**config.mk**
```make
export PLATFORM = sky130hd
export DESIGN_NAME = resp_framer_flat
export DESIGN_NICKNAME = d
export VERILOG_FILES = /design/src/rtl/resp_framer_if.sv /design/src/rtl/resp_framer.sv /design/src/flat_wrapper.sv
export SDC_FILE = /design/constraint.sdc
export NUM_CORES = 1
export LEC_CHECK = 0
export CORE_MARGIN = 4
export CORE_UTILIZATION = 30
export DETAILED_ROUTE_END_ITERATION = 8
export GPL_TIMING_DRIVEN = 1
export MAX_ROUTING_LAYER = met4
export PLACE_DENSITY = 0.6
export REMOVE_ABC_BUFFERS = 1
export SLEW_MARGIN = 20
export SYNTH_ARGS = -nofsm -noshare
export SYNTH_HDL_FRONTEND = slang
export SYNTH_SLANG_ARGS = --single-unit
```
**constraint.sdc**
```tcl
create_clock -name clk -period 4.6 [get_ports clk]
set_input_delay 0.92 -clock clk [delete_from_list [all_inputs] [get_ports clk]]
set_output_delay 0.92 -clock clk [all_outputs]
set_load 0.005 [all_outputs]
```
**src/rtl/resp_framer_if.sv**
```systemverilog
// Bundle of the response framer's producer and UART-side signals.
//
// Handshake: a holding-register transfer happens on a rising clk edge where
// both *_valid and *_ready are high. The producer raises valid with stable
// data and keeps both unchanged until that edge; ready depends only on
// whether the holding register is occupied, never on valid.
// On the UART side new_tx_data is a one-cycle load strobe with tx_data and
// tx_last_byte valid in that same cycle; tx_busy is the transmitter's reply.
interface resp_framer_if;
    logic        nonce_valid;
    logic [31:0] nonce;
    logic        nonce_ready;
    logic        loop_valid;
    logic [7:0]  loop_data;
    logic        loop_ready;
    logic        tx_busy;
    logic [7:0]  tx_data;
    logic        new_tx_data;
    logic        tx_last_byte;
    logic        frame_active;
    logic [1:0]  state_dbg;

    // Producer / UART / checker side
    modport master (
        output nonce_valid, nonce, loop_valid, loop_data, tx_busy,
        input  nonce_ready, loop_ready, tx_data, new_tx_data, tx_last_byte,
               frame_active, state_dbg
    );

    // Framer side
    modport slave (
        input  nonce_valid, nonce, loop_valid, loop_data, tx_busy,
        output nonce_ready, loop_ready, tx_data, new_tx_data, tx_last_byte,
               frame_active, state_dbg
    );
endinterface

```
**src/rtl/resp_framer.sv**
```systemverilog
// Response framer: serialises found-nonce and loop-echo events into
// 0x55, cmd, len, data frames, one byte per UART load strobe.
// Optional macro RESP_XSUM_EN appends an XOR checksum byte (cmd^len^data).
// state_dbg exposes the FSM state: 0 IDLE, 1 SEND, 2 HOLD, 3 WAIT.
module resp_framer #(
    parameter logic [7:0] HEADER    = 8'h55,
    parameter logic [7:0] CMD_NONCE = 8'h00,
    parameter logic [7:0] CMD_LOOP  = 8'h01
) (
    input  logic          clk,
    input  logic          rst,
    resp_framer_if.slave  bus
);

    typedef enum logic [1:0] {
        IDLE = 2'd0,
        SEND = 2'd1,
        HOLD = 2'd2,
        WAIT = 2'd3
    } state_t;

`ifdef RESP_XSUM_EN
    localparam logic [2:0] NONCE_LAST = 3'd7;
    localparam logic [2:0] LOOP_LAST  = 3'd4;
`else
    localparam logic [2:0] NONCE_LAST = 3'd6;
    localparam logic [2:0] LOOP_LAST  = 3'd3;
`endif

    state_t      state, state_d;

    logic        nonce_full;
    logic [31:0] nonce_q;
    logic        loop_full;
    logic [7:0]  loop_q;

    logic        frame_is_nonce;
    logic [31:0] frame_data;
    logic [2:0]  frame_last;
    logic [2:0]  byte_idx;

    logic        load_nonce;
    logic        load_loop;
    logic        strobe;
    logic        idx_inc;
    logic        last;
    logic [7:0]  cur_byte;
    logic [7:0]  cur_cmd;
    logic [7:0]  cur_len;

    assign bus.nonce_ready  = !nonce_full;
    assign bus.loop_ready   = !loop_full;
    assign bus.frame_active = (state != IDLE);
    assign bus.state_dbg    = state;

    assign last    = (byte_idx == frame_last);
    assign cur_cmd = frame_is_nonce ? CMD_NONCE : CMD_LOOP;
    assign cur_len = frame_is_nonce ? 8'd4 : 8'd1;

    // Nonce holding register: set on handshake, freed when its frame loads
    always_ff @(posedge clk) begin
        if (rst) begin
            nonce_full <= 1'b0;
            nonce_q    <= 32'h0;
        end else if (bus.nonce_valid && !nonce_full) begin
            nonce_full <= 1'b1;
            nonce_q    <= bus.nonce;
        end else if (load_nonce) begin
            nonce_full <= 1'b0;
        end
    end

    // Loop holding register: set on handshake, freed when its frame loads
    always_ff @(posedge clk) begin
        if (rst) begin
            loop_full <= 1'b0;
            loop_q    <= 8'h0;
        end else if (bus.loop_valid && !loop_full) begin
            loop_full <= 1'b1;
            loop_q    <= bus.loop_data;
        end else if (load_loop) begin
            loop_full <= 1'b0;
        end
    end

    // Select the frame byte addressed by byte_idx (loop data sits in bits 7:0)
    always_comb begin
        cur_byte = 8'h00;
        case (byte_idx)
            3'd0: cur_byte = HEADER;
            3'd1: cur_byte = cur_cmd;
            3'd2: cur_byte = cur_len;
            3'd3: cur_byte = frame_data[7:0];
`ifdef RESP_XSUM_EN
            3'd4: cur_byte = frame_is_nonce ? frame_data[15:8]
                                            : (cur_cmd ^ cur_len ^ frame_data[7:0]);
            3'd7: cur_byte = cur_cmd ^ cur_len ^ frame_data[7:0] ^ frame_data[15:8]
                             ^ frame_data[23:16] ^ frame_data[31:24];
`else
            3'd4: cur_byte = frame_data[15:8];
`endif
            3'd5: cur_byte = frame_data[23:16];
            3'd6: cur_byte = frame_data[31:24];
            default: cur_byte = 8'h00;
        endcase
    end

    // FSM next state: pick a frame, wait for the UART, strobe, guard, wait again
    always_comb begin
        state_d    = state;
        load_nonce = 1'b0;
        load_loop  = 1'b0;
        strobe     = 1'b0;
        idx_inc    = 1'b0;
        case (state)
            IDLE: begin
                if (nonce_full) begin
                    load_nonce = 1'b1;
                    state_d    = SEND;
                end else if (loop_full) begin
                    load_loop = 1'b1;
                    state_d   = SEND;
                end
            end
            SEND: begin
                if (!bus.tx_busy) begin
                    strobe  = 1'b1;
                    state_d = HOLD;
                end
            end
            // tx_busy only rises the cycle after the strobe, so skip one look
            HOLD: state_d = WAIT;
            WAIT: begin
                if (!bus.tx_busy) begin
                    if (last) begin
                        state_d = IDLE;
                    end else begin
                        idx_inc = 1'b1;
                        state_d = SEND;
                    end
                end
            end
            default: state_d = IDLE;
        endcase
    end

    // FSM state register
    always_ff @(posedge clk) begin
        if (rst) state <= IDLE;
        else     state <= state_d;
    end

    // Frame context, byte index and registered UART outputs
    always_ff @(posedge clk) begin
        if (rst) begin
            frame_is_nonce   <= 1'b0;
            frame_data       <= 32'h0;
            frame_last       <= 3'd0;
            byte_idx         <= 3'd0;
            bus.new_tx_data  <= 1'b0;
            bus.tx_last_byte <= 1'b0;
            bus.tx_data      <= 8'h00;
        end else begin
            if (load_nonce) begin
                frame_is_nonce <= 1'b1;
                frame_data     <= nonce_q;
                frame_last     <= NONCE_LAST;
                byte_idx       <= 3'd0;
            end else if (load_loop) begin
                frame_is_nonce <= 1'b0;
                frame_data     <= {24'h0, loop_q};
                frame_last     <= LOOP_LAST;
                byte_idx       <= 3'd0;
            end else if (idx_inc) begin
                byte_idx <= byte_idx + 3'd1;
            end
            bus.new_tx_data  <= strobe;
            bus.tx_last_byte <= strobe && last;
            if (strobe) bus.tx_data <= cur_byte;
        end
    end

endmodule
```
**src/flat_wrapper.sv**
```systemverilog
// flat-port wrapper written by rule: the top's interface ports become plain ports
module resp_framer_flat 
#(
    parameter logic [7:0] HEADER    = 8'h55,
    parameter logic [7:0] CMD_NONCE = 8'h00,
    parameter logic [7:0] CMD_LOOP  = 8'h01
)
  (clk, rst, bus_nonce_valid, bus_nonce, bus_loop_valid, bus_loop_data, bus_tx_busy, bus_nonce_ready, bus_loop_ready, bus_tx_data, bus_new_tx_data, bus_tx_last_byte, bus_frame_active, bus_state_dbg);
  resp_framer_if bus_i ();
  input  logic clk;
  input  logic rst;
  input wire logic [$bits(bus_i.nonce_valid)-1:0] bus_nonce_valid;
  input wire logic [$bits(bus_i.nonce)-1:0] bus_nonce;
  input wire logic [$bits(bus_i.loop_valid)-1:0] bus_loop_valid;
  input wire logic [$bits(bus_i.loop_data)-1:0] bus_loop_data;
  input wire logic [$bits(bus_i.tx_busy)-1:0] bus_tx_busy;
  output wire logic [$bits(bus_i.nonce_ready)-1:0] bus_nonce_ready;
  output wire logic [$bits(bus_i.loop_ready)-1:0] bus_loop_ready;
  output wire logic [$bits(bus_i.tx_data)-1:0] bus_tx_data;
  output wire logic [$bits(bus_i.new_tx_data)-1:0] bus_new_tx_data;
  output wire logic [$bits(bus_i.tx_last_byte)-1:0] bus_tx_last_byte;
  output wire logic [$bits(bus_i.frame_active)-1:0] bus_frame_active;
  output wire logic [$bits(bus_i.state_dbg)-1:0] bus_state_dbg;
  assign bus_i.nonce_valid = bus_nonce_valid;
  assign bus_i.nonce = bus_nonce;
  assign bus_i.loop_valid = bus_loop_valid;
  assign bus_i.loop_data = bus_loop_data;
  assign bus_i.tx_busy = bus_tx_busy;
  assign bus_nonce_ready = bus_i.nonce_ready;
  assign bus_loop_ready = bus_i.loop_ready;
  assign bus_tx_data = bus_i.tx_data;
  assign bus_new_tx_data = bus_i.new_tx_data;
  assign bus_tx_last_byte = bus_i.tx_last_byte;
  assign bus_frame_active = bus_i.frame_active;
  assign bus_state_dbg = bus_i.state_dbg;
  resp_framer #(.HEADER(HEADER), .CMD_NONCE(CMD_NONCE), .CMD_LOOP(CMD_LOOP)) u_core (.clk(clk), .rst(rst), .bus(bus_i));
endmodule
```
==> run metrics <==
result of the run finished clean; length in cells of the worst reg-to-reg path 5; Total Power approximately 2.1 mW; fraction of registers with async set/reset 0; worst-path cell with the longest stage delay sky130_fd_sc_hd__clkdlybuf4s50_1; Port Buffer Count 59; R2R Path End u_core.bus.tx_data[2]; dominant synthesized flop cell sky130_fd_sc_hd__dfxtp_1; flip-flop and latch count after synthesis 92; synthesized instance count 405; worst-case setup slack after placement 2.01 ns; fraction of post-synthesis cell area in the top cell type by area 0.510; Site Rows 39; layout cell share with drive strength beyond 1 0.0569; worst min-delay path endpoint u_core.loop_q[4]; Die X-Extent 118 um; Total Wirelength 8.57 mm; Crit Path Class flip-flop to primary output; final critical-path share of the clock period 0.630; cell area power density 458 nW/um2; cell depth of the worst hold path 2; clock share of power 0.341; routed length per placed instance 14.3 um; area inside the core boundary 11600 um2; final routed DRC violation total 0; clk root buf sky130_fd_sc_hd__clkbuf_16; drt via density about 4.9; first-pass GRT wire length 14.4 mm; mean instance size in the synthesized netlist slightly below 9 um2; Area growth, synth to finish 27.0%; top post-synthesis cells by area sky130_fd_sc_hd__dfxtp_1 51%, sky130_fd_sc_hd__nand2_1 9.2%, sky130_fd_sc_hd__a22o_1 8.2%, sky130_fd_sc_hd__a21oi_1 6.5%, sky130_fd_sc_hd__ha_1 3.1%; initial DRC count 121; cell family contributing the most delay on the critical path buffers and inverters; worst reg2reg setup slack 2.29 ns; relative contribution of sequential cells to total power 0.446; path category of the worst min-delay check flip-flop to flip-flop; start of the worst register-to-register path u_core.byte_idx[2]; delay of the slowest cell on the worst path 0.54 ns; combinational cell fraction of total power 0.212; remaining max-slew budget at the tightest pin 0.466; Die Outline Area 13900 um2; top cell types by occurrence after synthesis 92 x sky130_fd_sc_hd__dfxtp_1, 89 x sky130_fd_sc_hd__nand2_1, 47 x sky130_fd_sc_hd__a21oi_1; highest clock frequency the design can meet 345 MHz; cell leakage power approximately 1.7 nW; # hold bufs at CTS 0; element type at the critical path end primary output; Cell variety after synth 32; final setup TNS 0 ns; cell seen most often among critical-path stages sky130_fd_sc_hd__inv_1; top-count cell post-synth sky130_fd_sc_hd__dfxtp_1; final number of setup-violating endpoints 0; utilization of the core after routing 0.395; final-stage net count 506; Net Sw Frac 0.296; TritonCTS clock tree done; summed instance area of the synthesized netlist 3610 um2; net switching power figure 0.623 mW; Worst Path Arrival 1.98 ns; number of nets still failing antenna checks after routing 0; Diodes inserted 0; routed via count between 2000 and 3000; setup repair after global routing missed its margin no; Critical path buffers and inverters 3; Ports 60; clock sink count 92; total congestion overflow after global routing 0; 1st-pass router iterations 6; RD Place Congestion 0.749; MaxCap Viol Count 0; setup skew after layout around 0.007 ns; number of antenna violations at the first check in global routing 0; startpoint of the tightest hold check path u_core.loop_q[4]; post-layout worst setup margin 1.70 ns; height of the die about 120 um; Global Route Usage Sum 0.129; Cell Chain, Critical Path inv_1, ha_1, inv_1, clkdlybuf4s50_1; slew at the pin closest to its max-slew limit 0.801 ns; worst-case vdd ir drop 0.234 mV; number of logic stages on the critical path including buffering 4; Resize count post-CTS 0; pin count of the biggest net entering global routing 46; portion of the post-synthesis area used by sequential elements 0.510; # Post-CTS Setup Buffers 0; Initial Utilization 0.311; CTS buffer count 9; H-tree levels 3; CTS clock-pin slew for the worst setup and hold paths 0.06 ns; via count of the first global-routing pass 3042; number of buffers on the longest clock path 2; Clk Latency, worst-skew pair 0.34 ns; cell internal power dissipation 1.48 mW; Warnings, synthesis 0; largest area contributor in the netlist sky130_fd_sc_hd__dfxtp_1; final max-slew violation count 0; cell area reported after detailed placement 4290 um2; required time of the worst setup path 3.68 ns; final instance area 4590 um2; total half-perimeter wirelength after legalization and detailed placement 6.18 mm; minimum clock period around 2.9 ns; worst-path maximum fanout 12; number of enable flip-flop cells after synthesis 0; endpoints failing hold 0; nature of the critical path startpoint flip-flop
[stage by stage]
stage,cells,hold slack [ns]
floorplan,378,0.424
global placement,584,0.444
detailed placement,584,0.445
CTS,600,0.453
global route,600,0.475
finish,600,0.455
[state kept, by name, summed over array words and instances (netlist names)]
signal,cells
u_core.bus.new_tx_data,1
u_core.frame_is_nonce,1
u_core.bus.tx_last_byte,1
u_core.loop_q,8
u_core.loop_full,1
u_core.frame_data,32
u_core.nonce_q,32
u_core.byte_idx,3
u_core.bus.state_dbg,2
u_core.nonce_full,1
u_core.bus.tx_data,8
u_core.frame_last,2
[layout by cell type, fill, tap and decap left out, drive strengths merged, types with 2 or more instances in the layout]
master / count
a21oi: 47
o21ai: 16
a22o: 34
nand3: 2
nor2b: 4
clkdlybuf4s50: 58
and2: 2
a2111oi: 5
dfxtp: 92
clkinvlp: 2
inv: 12
clkbuf: 11
xnor2: 4
or3: 5
a222oi: 6
buf: 5
nand2: 89
ha: 9
a211oi: 2
nor2: 27
a2bb2oi: 6
nand2b: 6
a22oi: 3
[area by class of cell]
cell class                 count  area, um2
clock buffer                  11        253
sequential                    92       1840
fill                        1173       7020
tap                          143        179
inverter                      10       37.5
multi-input combinational    276       1620
timing repair buffer          63        616
clock inverter                 5       43.8
[worst reg2reg max path, stage by stage, from the launching register on]
cell and delay, ns:
sky130_fd_sc_hd__dfxtp_1 0.67, sky130_fd_sc_hd__inv_1 0.20, sky130_fd_sc_hd__ha_1 0.38, sky130_fd_sc_hd__o41ai_4 0.63
sky130_fd_sc_hd__nor2_1 0.11, sky130_fd_sc_hd__a22o_1 0.22
[cells by family (layout without fill, tap and decap cells)]
| group | Yosys count | count (layout) | synth area share |
|---|---|---|---|
| muxes | 1 | 1 | 0.00277 |
| AOI/OAI and AO/OA | 124 | 124 | 0.244 |
| adders and majority gates | 9 | 9 | 0.0312 |
| DFF | 92 | 92 | 0.510 |
| and+or+nand+nor | 138 | 138 | 0.159 |
| buffers and inverters | 37 | 89 | 0.0440 |
| xor gates and xnor gates | 4 | 4 | 0.00969 |
[power groups by stage]
| stage | Clock (mW) | Sequential (mW) | Combinational, mW |
|---|---|---|---|
| after floorplan | 0 | 0.937 | 0.263 |
| final | 0.718 | 0.938 | 0.447 |
| after detailed placement | 0 | 0.958 | 0.450 |
| after CTS | 0.729 | 0.939 | 0.454 |
| after global placement | 0 | 0.954 | 0.431 |
| after global routing | 0.764 | 0.949 | 0.501 |
[how the worst max path moves through the flow]
stage | startpoint | endpoint
floorplan | bus_nonce_valid | u_core.nonce_q[0]
global placement | bus_nonce_valid | u_core.nonce_q[1]
detailed placement | bus_nonce_valid | u_core.nonce_q[3]
CTS | u_core.bus.state_dbg[0] | bus_frame_active
global route | u_core.bus.state_dbg[0] | bus_frame_active
finish | u_core.bus.state_dbg[0] | bus_frame_active
[routing by layer]
metal / wire length, um / GRT usage
met5: 0 / -
met4: 126 / 0.0513
met3: 323 / 0.0207
met2: 4310 / 0.222
met1: 3820 / 0.150
(Power assumes the default switching activity.)
